<file path="src/rtl/latch_bank_pkg.sv">
// latch_bank_pkg
// Shared definitions for the latch_bank_arbiter slice:
//   - FSM state encoding (ST_IDLE, ST_GRANT, ST_DONE)
//   - default parameter constants (N, AW, DW, IW)
//   - rr_pick(): round-robin winner selection over up to 8 requesters
package latch_bank_pkg;

  localparam int N_DEF  = 4;
  localparam int AW_DEF = 3;
  localparam int DW_DEF = 8;
  localparam int IW_DEF = 2;

  localparam logic [1:0] ST_IDLE  = 2'd0;
  localparam logic [1:0] ST_GRANT = 2'd1;
  localparam logic [1:0] ST_DONE  = 2'd2;

  // Scan ptr, ptr+1, ..., wrapping modulo n; first set bit wins.
  // req is zero-extended to 8 bits by the caller; returns 0 when req is empty.
  function automatic logic [2:0] rr_pick(input logic [7:0] req,
                                         input logic [2:0] ptr,
                                         input int         n);
    logic [2:0] win;
    logic       found;
    int         idx;
    win   = 3'd0;
    found = 1'b0;
    for (int k = 0; k < 8; k++) begin
      if (k < n) begin
        idx = (int'(ptr) + k) % n;
        if (!found && req[idx[2:0]]) begin
          win   = idx[2:0];
          found = 1'b1;
        end
      end
    end
    return win;
  endfunction

endpackage

</file>
<file path="src/rtl/latch_bank_arbiter_rr_pick_n.sv">
// latch_bank_arbiter_rr_pick_n
// Combinational round-robin priority picker.
// Ports:
//   req    [N-1:0]  request levels
//   ptr    [IW-1:0] highest-priority index for this arbitration
//   winner [IW-1:0] index of the first set request at or after ptr (mod N)
module rr_pick_n
  import latch_bank_pkg::*;
#(
  parameter int N  = N_DEF,
  parameter int IW = IW_DEF
) (
  input  logic [N-1:0]  req,
  input  logic [IW-1:0] ptr,
  output logic [IW-1:0] winner
);

  logic [7:0] req8;
  logic [2:0] ptr3;
  logic [2:0] pick;

  always_comb begin
    req8         = '0;
    req8[N-1:0]  = req;
    ptr3         = 3'(ptr);
    pick         = rr_pick(req8, ptr3, N);
    winner       = IW'(pick);
  end

endmodule

</file>
<file path="src/rtl/latch_bank_arbiter.sv">
// latch_bank_arbiter
// Round-robin arbiter/sequencer sharing one DEPTH x DW register bank among
// N requesters. Each access takes IDLE (capture) -> GRANT (bank access) ->
// DONE (ack pulse), so one transaction completes every 3 cycles.
//
// state | meaning
// IDLE  | wait for any req; pick winner, capture its we/addr/wdata
// GRANT | perform write to bank or read into rdata
// DONE  | ack[gnt_id] high for one cycle; advance round-robin pointer
//
// Ports:
//   clk, rst           clock, async active-high reset
//   req/we   [N]       request level and write enable per requester
//   addr     [N*AW]    packed addresses, requester i at [i*AW +: AW]
//   wdata    [N*DW]    packed write data, requester i at [i*DW +: DW]
//   lock     [N]       (only with LATCH_BANK_ARB_LOCK_EN) hold pointer on
//                      the granted requester so it wins next time
//   ack      [N]       one-hot, one-cycle completion pulse
//   rdata    [DW]      read data, valid with ack; held across writes
//   busy               high in GRANT and DONE
//   gnt_id   [IW]      current or last granted requester
// Optional feature macro: LATCH_BANK_ARB_LOCK_EN
module latch_bank_arbiter
  import latch_bank_pkg::*;
#(
  parameter int N  = N_DEF,
  parameter int AW = AW_DEF,
  parameter int DW = DW_DEF,
  parameter int IW = IW_DEF
) (
  input  logic          clk,
  input  logic          rst,
  input  logic [N-1:0]    req,
  input  logic [N-1:0]    we,
  input  logic [N*AW-1:0] addr,
  input  logic [N*DW-1:0] wdata,
`ifdef LATCH_BANK_ARB_LOCK_EN
  input  logic [N-1:0]    lock,
`endif
  output logic [N-1:0]    ack,
  output logic [DW-1:0]   rdata,
  output logic            busy,
  output logic [IW-1:0]   gnt_id
);

  localparam int DEPTH = 1 << AW;

  logic [1:0]    state;
  logic [IW-1:0] ptr;
  logic          we_q;
  logic [AW-1:0] addr_q;
  logic [DW-1:0] wdata_q;
  logic [DW-1:0] bank [DEPTH];

  logic [IW-1:0] winner;
  logic          sel_we;
  logic [AW-1:0] sel_addr;
  logic [DW-1:0] sel_wdata;
  logic [N-1:0]  gnt_onehot;
  logic          hold_ptr;
  logic [IW-1:0] ptr_next;

  rr_pick_n #(.N(N), .IW(IW)) u_pick (
    .req    (req),
    .ptr    (ptr),
    .winner (winner)
  );

  // Constant-slice muxes keep the packed-bus selection width-clean.
  always_comb begin
    sel_we     = 1'b0;
    sel_addr   = '0;
    sel_wdata  = '0;
    gnt_onehot = '0;
    for (int i = 0; i < N; i++) begin
      if (winner == IW'(i)) begin
        sel_we    = we[i];
        sel_addr  = addr[i*AW +: AW];
        sel_wdata = wdata[i*DW +: DW];
      end
      gnt_onehot[i] = (gnt_id == IW'(i));
    end
  end

  always_comb begin
    hold_ptr = 1'b0;
`ifdef LATCH_BANK_ARB_LOCK_EN
    hold_ptr = |(lock & gnt_onehot);
`endif
    if (hold_ptr)
      ptr_next = gnt_id;
    else if (gnt_id == IW'(N - 1))
      ptr_next = '0;
    else
      ptr_next = gnt_id + 1'b1;
  end

  always_ff @(posedge clk or posedge rst) begin
    if (rst) begin
      state   <= ST_IDLE;
      ptr     <= '0;
      we_q    <= 1'b0;
      addr_q  <= '0;
      wdata_q <= '0;
      ack     <= '0;
      rdata   <= '0;
      busy    <= 1'b0;
      gnt_id  <= '0;
      for (int i = 0; i < DEPTH; i++) bank[i] <= '0;
    end else begin
      case (state)
        ST_IDLE: begin
          ack <= '0;
          if (|req) begin
            gnt_id  <= winner;
            we_q    <= sel_we;
            addr_q  <= sel_addr;
            wdata_q <= sel_wdata;
            busy    <= 1'b1;
            state   <= ST_GRANT;
          end
        end
        ST_GRANT: begin
          if (we_q)
            bank[addr_q] <= wdata_q;
          else
            rdata <= bank[addr_q];
          ack   <= gnt_onehot;
          state <= ST_DONE;
        end
        ST_DONE: begin
          ack   <= '0;
          busy  <= 1'b0;
          ptr   <= ptr_next;
          state <= ST_IDLE;
        end
        default: begin
          ack   <= '0;
          busy  <= 1'b0;
          state <= ST_IDLE;
        end
      endcase
    end
  end

endmodule

</file>
<file path="config.mk">
export PLATFORM = sky130hd
export DESIGN_NAME = latch_bank_arbiter
export DESIGN_NICKNAME = d
export VERILOG_FILES = /design/src/rtl/latch_bank_pkg.sv /design/src/rtl/latch_bank_arbiter_rr_pick_n.sv /design/src/rtl/latch_bank_arbiter.sv
export SDC_FILE = /design/constraint.sdc
export NUM_CORES = 1
export LEC_CHECK = 0
export CAP_MARGIN = 5
export CORE_MARGIN = 8
export CORE_UTILIZATION = 25
export DETAILED_ROUTE_END_ITERATION = 10
export SLEW_MARGIN = 20
export SYNTH_ARGS = -nofsm -noshare
export SYNTH_HDL_FRONTEND = slang
export SYNTH_HIERARCHICAL = 1
export SYNTH_SLANG_ARGS = --single-unit
</file>
<file path="constraint.sdc">
create_clock -name clk -period 3.45 [get_ports clk]
set_input_delay 0.345 -clock clk [delete_from_list [all_inputs] [get_ports clk]]
set_output_delay 0.345 -clock clk [all_outputs]
set_load 0.02 [all_outputs]
</file>
; ---- Yosys cells after proc, flatten, opt, wreduce, memory -nomap -nowiden
; Index checks and enable logic that the tools add are counted.
[word_totals]
output_inout_bits = 15
wordCells = 99
regBits = 95
[classes]
n_eq_ne = 9
n_addsub = 4
n_mux = 39
n_reduce_logical = 18
n_bitwise = 6
n_lt_le_gt_ge = 6
[ops]
columns = cell, count
row1 = $bwmux W64, 1
row2 = $mux W8, 7
row3 = $bmux W8 S3, 1
row4 = $demux W8 S3, 1
row5 = $lt A3 B4 Y1 const B, 3
row6 = $mux W1, 12
row7 = $mux W2, 6
row8 = $mux W3, 4
row9 = $eq A2 B2 Y1 const B, 5
row10 = $bmux W1 S3, 3
row11 = $reduce_and A2 Y1, 4
row12 = $eq A2 B1 Y1 const B, 3
row13 = $logic_not A2 Y1, 3
row14 = $reduce_or A2 Y1, 3
row15 = $add A2 B1 Y2 const B, 2
row16 = $add A2 B2 Y2 const B, 2
row17 = $ge A4 B4 Y1 const B, 1
row18 = $logic_and A1 B1 Y1, 4
row19 = $lt A2 B4 Y1 const B, 1
row20 = $lt A4 B1 Y1 const B, 1
row21 = $mux W4, 1
row22 = $not A3 Y4, 1
row23 = $pmux W2 S2, 1
row24 = $reduce_or A4 Y1, 1
row25 = 6 further kinds, 11

; ---- Longest topological paths before layout
; Gate-level depths: netlist of run 1.
[depth]
depth_word = 18
depth_mapped = 7
mapped_depth_nobuf = 5

; ---- Hierarchy
; Netlist of run 1, hierarchy kept.
[modules_own_cells]
columns = module, cells_per_inst, instances, area_per_inst_um2
row1 = latch_bank_arbiter, 326, 1, 4540.6
row2 = rr_pick_n, 13, 1, 73.8

; ---- Worst setup path after synthesis of run 1
; Ideal clock, no wire load.
[synth_path]
kind = reg-to-reg
start = register ptr[0]
end = register addr_q[0]
stages_incl_launch_ff = 7
setup_time_ns = 0.125
setup_slack_ns = 1.286
synth_period_minus_slack_ns = 2.164
t_required_ns = 3.325
arrival_ns = 2.039
path_cell_list = dfrtp_1 inv_1 a22o_1 a211oi_2 buf_4 mux4_2 mux2_2
[synth_via]
elab_chain_cells = 18
elab_cells_between_ends = 38
classes_between = add/sub (3) / eq/ne (3) / mux (19) / bitwise (3) / reduce/logical (10)
[synth_lines]
columns = item, line
row1 = "start, declared", latch_bank_arbiter.sv:49  ; logic [IW-1:0] ptr;
row2 = "start signal, assigned", latch_bank_arbiter.sv:134  ; ptr <= ptr_next;
row3 = $add A2 B1 Y2, latch_bank_pkg.sv:29  ; idx = (int'(ptr) + k) % n;
row4 = $reduce_or A2 Y1 (no line), --
row5 = $and A1 B1 Y1 (no line), --
row6 = $bmux W1 S3, latch_bank_pkg.sv:30  ; if (!found && req[idx[2:0]]) begin
row7 = $mux W1 (not written as such), latch_bank_pkg.sv:30
row8 = $logic_and A1 B1 Y1, latch_bank_pkg.sv:30
row9 = $mux W1, latch_bank_pkg.sv:30
row10 = $logic_not A1 Y1, latch_bank_pkg.sv:30
row11 = $logic_and A1 B1 Y1, latch_bank_pkg.sv:30
row12 = $mux W1, latch_bank_pkg.sv:30
row13 = $logic_not A1 Y1, latch_bank_pkg.sv:30
row14 = $logic_and A1 B1 Y1, latch_bank_pkg.sv:30
row15 = $mux W2 (*), latch_bank_pkg.sv:30
row16 = named net winner[0], latch_bank_arbiter.sv:55  ; logic [IW-1:0] winner;
row17 = $logic_not A2 Y1, latch_bank_arbiter.sv:76  ; if (winner == IW'(i)) begin
row18 = $mux W3 (3 in series), latch_bank_arbiter.sv:76
row19 = $mux W3 (*), latch_bank_arbiter.sv:76
row20 = "end signal, assigned", latch_bank_arbiter.sv:117  ; addr_q <= sel_addr;
row21 = "end, declared", latch_bank_arbiter.sv:51  ; logic [AW-1:0] addr_q;
; The timed path passes the listed nets; every way through them passes the cells marked *. The select of a mux whose other input is x is not followed.
; A chain may end at the register's enable or synchronous reset.

; ---- Worst setup path after layout of run 1
[layout_path]
start = input port req[3]
end = register wdata_q[7]
[layout_via]
elab_chain_cells = 17
elab_cells_between_ends = 31
classes_between = eq/ne (3) / mux (19) / reduce/logical (9)
[layout_lines]
columns = item, line
row1 = "start, declared", latch_bank_arbiter.sv:33  ; input logic [N-1:0] req,
row2 = $bmux W1 S2, latch_bank_pkg.sv:30
row3 = $mux W1 (not written as such), latch_bank_pkg.sv:30
row4 = $mux W1, latch_bank_pkg.sv:30
row5 = $logic_not A1 Y1, latch_bank_pkg.sv:30
row6 = $logic_and A1 B1 Y1, latch_bank_pkg.sv:30
row7 = $mux W1, latch_bank_pkg.sv:30
row8 = $logic_not A1 Y1, latch_bank_pkg.sv:30
row9 = $logic_and A1 B1 Y1, latch_bank_pkg.sv:30
row10 = $mux W1, latch_bank_pkg.sv:30
row11 = $logic_not A1 Y1, latch_bank_pkg.sv:30
row12 = $logic_and A1 B1 Y1, latch_bank_pkg.sv:30
row13 = $mux W2 (*), latch_bank_pkg.sv:30
row14 = named net winner[0], latch_bank_arbiter.sv:55
row15 = $logic_not A2 Y1, latch_bank_arbiter.sv:76
row16 = $mux W8 (3 in series), latch_bank_arbiter.sv:76
row17 = $mux W8 (*), latch_bank_arbiter.sv:76
row18 = "end signal, assigned", latch_bank_arbiter.sv:118  ; wdata_q <= sel_wdata;
row19 = "end, declared", latch_bank_arbiter.sv:52  ; logic [DW-1:0] wdata_q;
; Marked as above.

==> qor.yml, run 1 <==
antenna_found_initial: 0
critical_path_class: "input pin to register"
status: "finished, final reports clean"
via_per_inst: 4.66
die_h_um: 152
dieArea_um2: 23100
layout-drive-gt1-share_pct: 31.6
fin_tns_setup_ns: 0
ioPinCount: 69
combPwrFrac_pct: 39.6
finalHoldViolCount: 0
max-cap-violations: 0
yosysMostFrequentCell: "dfrtp_1"
p_seq_share_pct: 42.1
drc: 0
placement.io_buffers: 68
drt-wirelength-per-cell_um: 16.7
synth-simple-area-share_pct: 6.67
synth_top_family_by_area: "multiplexers"
p_leak_nw: 2.47
synth_top_area_share_pct: 51.5
hold_class: "input pin to async pin"
end_kind: "register"
route.vias.total: 2984
multi_input_area_um2: 2090
drt_first_pass_iters: 4
sw_frac_of_total_pct: 34.9
antenna_cells: 0
post-synth-top-area-cell: "dfrtp_1"
fin_ws_ns: 1.17
p_per_area_nw_per_um2: 870
drt_iter0_drc: 178
synth_xor_area_share_pct: 0
synth_ff_type: "dfrtp_1"
cts_tree: "yes"
synth_compound_area_share_pct: 7.62
cp_top_family: "buffers and inverters"
clk_latency_ns: 0.35
p_switching_mw: 1.76
cts-root-buf: "clkbuf_16"
cts-htree-levels: 3
ys_warn_count: 6
max-vdd-ir-drop_mv: 0.346
fmax_mhz: 439
cp.buffers_inverters: 3
grt_pass1_wl_um: 18000
fin_worst_skew_ns: 0.00896
synth_commonest_cells: "95 x dfrtp_1, 75 x mux2_2, 16 x o21ai_0"
syn-cell-area_um2: 4610
numCtsBuffers: 9
n_fill_cell: 1815
worst_setup_path_start_kind: "input pin"
synth_fp_nets: 397
synth-seq-area-share_pct: 51.5
ant_nets: 0
power.internal_mw: 3.29
dp_cells: 626
core-area_um2: 18000
min_period_ns: 2.28
grt_use_total_pct: 9.67
dp_hpwl_um: 7760
initial_core_util_pct: 25.6
cp_data_arrival_time_ns: 2.51
grt_max_degree: 56
chipWidth_um: 152
crit_fanout: 13
yosys-top-cells-area: "dfrtp_1 52%, mux2_2 18%, mux4_2 6.3%"
post_cts_buffers: 0
clk_pin_slew_ns: 0.06
syn_inst: 339
slew-limit-headroom_pct: 33.9
pre_cts_slack_ns: 0.811
clk_path_buf_depth: 2
overflow: 0
synth_mux_area_share_pct: 29.9
worst-slew-pin-transition_ns: 0.989
cts_sinks: 95
yosys_register_bits: 95
clkPwrFrac_pct: 18.3
cts_hold_buf: 0
grt_pass1_vias: 3390
async_flop_share_pct: 100
final_max_slew_viol_count: 0
final_cells: 641
syn_to_final_growth_pct: 26.0
worstPathRequired_ns: 3.68
synth_fa_ha_area_share_pct: 1.08
seqCellArea_um2: 2380
postRouteWirelength_um: 10700
synth.distinct_cells: 39
fin_crit_sh_pct: 66.1
rsz0062_at_grt: "false"
rows: 49
crit_slowest_cell: "clkdlybuf4s50_1"
setup-violations-final: 0
path_cells: "clkdlybuf4s50_1 -> inv_1 -> a22o_1 -> a211oi_2 -> buf_4 -> mux4_2 -> mux2_2"
gp_congestion: 0.765
syn_area_per_cell_um2: 13.6
finalNetCount: 466
hold_ws_ns: 0.432
synth_edf_count: 0
cts_resized: 0
cp_slowest_stage_delay_ns: 0.56
## cells by family after synthesis
family	after synthesis
mux	108
flops	95
simple gates	54
compound gates	50
buf+inv	28
fa+ha+maj	4
## power by group through the flow
stage | Clock [mW] | Sequential [mW] | Combinational, mW
3_5_place_dp | 0 | 2.15 | 2.04
6_report | 0.927 | 2.13 | 2.00
5_1_grt | 1.00 | 2.22 | 2.21
3_3_place_gp | 0 | 2.12 | 1.99
4_1_cts | 0.960 | 2.13 | 2.04
2_1_floorplan | 0 | 2.01 | 1.52
## final cells by class
type / count / share of cell area (%)
repair buffers: 75 / 12.8
well taps: 229 / 4.93
inverters: 11 / 0.732
clock inverters: 3 / 0.323
multi-input cells: 216 / 35.9
flip-flops and latches: 95 / 40.9
clock buffers: 12 / 4.41
## stage by stage
stage               power, mW  cell area (µm²)  utilization [%]
finish                   5.06             5810             32.3
global route             5.44             5810             32.3
CTS                      5.13             5810             32.3
detailed placement       4.18             5540             30.7
global placement         4.11             5540             30.7
floorplan                3.53             4610                -
## flip-flops by register name, summed over array words and instances, names as in the netlist
signal   flops
ack          4
addr_q       3
bank        64
busy         1
gnt_id       2
ptr          2
rdata        8
state        2
wdata_q      8
we_q         1
## placed cells by master, fill, tap and decap left out, types with 4 or more instances in the layout
cell,synthesis,layout
o21ai_0,16,16
inv_1,11,10
clkbuf_16,0,9
nor2_1,13,13
and2_1,5,5
mux4_2,13,13
ha_1,4,4
dfrtp_1,95,95
buf_4,4,6
a22o_1,4,4
mux2i_1,12,12
a21oi_1,7,7
and3_1,5,5
mux2_2,75,75
nand2_1,7,7
clkdlybuf4s50_1,0,68
mux2_4,8,8
a31oi_1,8,8
nand2b_1,6,6
## worst paths after layout
check	from	end	slack, ns	depth (start not counted)
setup / recovery	req[3]	wdata_q[7]	1.17	7
max in group asynchronous	rst	rdata[0]	2.28	3
setup reg to reg	addr_q[1]	bank[4]	1.24	3
hold / removal	rst	ack[2]	0.43	2
hold reg to reg	rdata[7]	rdata[7]	0.50	1
min in group clk	rdata[7]	rdata[7]	0.50	1
## metal layers
metal  vias to the layer above  GRT usage (%)  wire length [µm]
met5                         -              0                 0
met4                         0           4.15               212
met3                        15           3.05               584
met2                        82           14.9              4780
met1                      1505           12.2              5140
li1                       1382              -                 -
(Power assumes the default switching activity.)
==> inputs of run 2 (changes only) <==
==> constraint.sdc (replaced) <==
create_clock -name clk -period 1.9 [get_ports clk]
set_input_delay 0.19 -clock clk [delete_from_list [all_inputs] [get_ports clk]]
set_output_delay 0.19 -clock clk [all_outputs]
set_load 0.02 [all_outputs]
==> run 2 against run 1 <==
Wire length is 4.9% higher. Critical path depth down 1. Flip-flop and latch count stayed put. Global-route usage is 0.36 points higher. Combinational power up 110%. Non-clock buffer count up 33. Highest routed layer unchanged. Total power increased by 95%. Critical endpoint is now wdata_q[4]. Setup slack got worse by 1.4 ns. The run now ends with setup timing left.
==> qor.yml, run 2 (synthesis gave the netlist of run 1 again) <==
crit_slowest_cell: "mux4_2"
p_leak_nw: 2.68
p_seq_share_pct: 38.9
final_common_cell: "dfrtp_1"
initial_core_util_pct: 25.6
failed_checks: "setup timing"
worst-slew-pin-transition_ns: 0.553
hold_ws_ns: 0.178
via_per_inst: 4.66
clk_pin_slew_ns: 0.07
cts_hold_buf: 0
setup-violations-final: 12
core-area_um2: 18000
crit_fanout: 13
numCtsBuffers: 9
grt_pass1_vias: 3488
dieArea_um2: 23100
end_kind: "register"
status: "finished, violations left"
path_cells: "inv_1 -> a22o_1 -> a211oi_4 -> buf_12 -> mux4_2 -> mux2_4"
r2r_slack_ns: -0.19
largest_register_ff_count: 64
layout-drive-gt1-share_pct: 37.0
cp-startpoint: "ptr[0]"
cp_slowest_stage_delay_ns: 0.51
critical_path_class: "register to register"
max-cap-violations: 0
cts-htree-levels: 3
cts_sinks: 95
cts-root-buf: "clkbuf_16"
grt_pass1_wl_um: 18700
clk_latency_ns: 0.35
route.vias.total: 3143
drc: 0
top_register: "bank"
ant_nets: 0
cts_tree: "yes"
max-vdd-ir-drop_mv: 0.665
ff2ff_path_depth: 6
postRouteWirelength_um: 11200
finalNetCount: 499
sw_frac_of_total_pct: 34.3
hold_class: "input pin to async pin"
grt_use_total_pct: 10.0
finalHoldViolCount: 0
antenna_found_initial: 0
chipWidth_um: 152
fmax_mhz: 478
worstPathRequired_ns: 2.13
rsz0062_at_grt: "true"
drt_first_pass_iters: 4
ioPinCount: 69
cp_data_arrival_time_ns: 2.32
drt_iter0_drc: 202
placement.io_buffers: 68
die_h_um: 152
overflow: 0
layout_common_cells: "95 x dfrtp_1, 72 x mux2_2, 68 x clkdlybuf4s50_1"
antenna_cells: 0
p_switching_mw: 3.39
rr_endpoint: "wdata_q[4]"
dp_hpwl_um: 8580
syn_to_final_growth_pct: 34.2
fin_worst_skew_ns: 0.00688
fin_ws_ns: -0.193
grt_max_degree: 35
reg.largest.list: "bank x64, rdata x8, wdata_q x8"
gp_congestion: 0.802
power.internal_mw: 6.47
min_period_ns: 2.09
combPwrFrac_pct: 42.5
slew-limit-headroom_pct: 63.1
r2r_start: "ptr[0]"
drt-wirelength-per-cell_um: 16.6
clk_path_buf_depth: 2
p_per_area_nw_per_um2: 1590
worst_setup_path_start_kind: "register"
fin_tns_setup_ns: -2.07
power.total_mw: 9.86
clkPwrFrac_pct: 18.6
rows: 49
endpoint: "wdata_q[4]"
fin_crit_sh_pct: 110
final_max_slew_viol_count: 0
run 2: cell count changes in the layout (fill, tap and decap cells not counted), moves of 2 or more:
cell and delta:
clkinv_2 -2, mux2_2 -3, buf_4 +27, mux2_4 +3, clkinvlp_4 +2, buf_12 +6
run 2: what timing repair did:
| action | 4_1_cts | 5_1_grt |
|---|---|---|
| setup endpoints to repair | 12 | 12 |
| gates resized for setup | 0 | 3 |
| setup buffers | 0 | 1 |
| pin swaps | 0 | 0 |
run 2: area by class of cell:
type                            instances  area [µm²]
Fill cell                            1800       11800
Timing Repair Buffer                  108        1070
Sequential cell                        95        2380
Multi-Input combinational cell        216        2110
Clock inverter                          6        68.8
Inverter                               11        45.0
Clock buffer                           10         239
Tap cell                              229         287
run 2: worst max-delay path: cells and delay by family (launching register included):
family | cells | cell delay, ns
buf+inv | 2 | 0.27
mux | 2 | 0.78
flops | 1 | 0.41
compound gates | 2 | 0.51
run 2: how the worst min path moves through the flow:
stage,startpoint,end,slack (ns),cells past startpoint
after global routing,rst,bank[25],0.20,2
after CTS,rst,bank[57],0.17,2
final,rst,bank[57],0.18,2
after global placement,bank[50],bank[50],0.48,1
after floorplan,ptr[0],ptr[0],0.46,2
after detailed placement,rdata[7],rdata[7],0.49,1
run 2: metal layers:
metal / global-route usage (%) / part of all wire, % / vias up
met3: 3.81 / 6.5 / 13
met2: 16.2 / 46 / 105
li1: - / - / 1449
met5: 0 / 0 / -
met1: 12.1 / 46 / 1576
met4: 3.21 / 1.5 / 0
run 2: metrics by stage:
step / instances / instance area (µm²) / worst slack [ns] / utilization (%)
2_1_floorplan: 339 / 4630 / -0.120 / -
3_3_place_gp: 658 / 5860 / -0.358 / 32.5
3_5_place_dp: 658 / 5860 / -0.440 / 32.5
4_1_cts: 674 / 6170 / -0.199 / 34.2
5_1_grt: 675 / 6190 / -0.245 / 34.3
6_report: 675 / 6190 / -0.193 / 34.3
run 2: power by group through the flow:
stage / logic (mW) / clock network [mW] / registers (mW)
2_1_floorplan: 2.78 / 0 / 3.65
3_3_place_gp: 4.08 / 0 / 3.81
3_5_place_dp: 4.18 / 0 / 3.87
4_1_cts: 4.19 / 1.90 / 3.84
5_1_grt: 4.57 / 1.99 / 3.98
6_report: 4.19 / 1.84 / 3.83
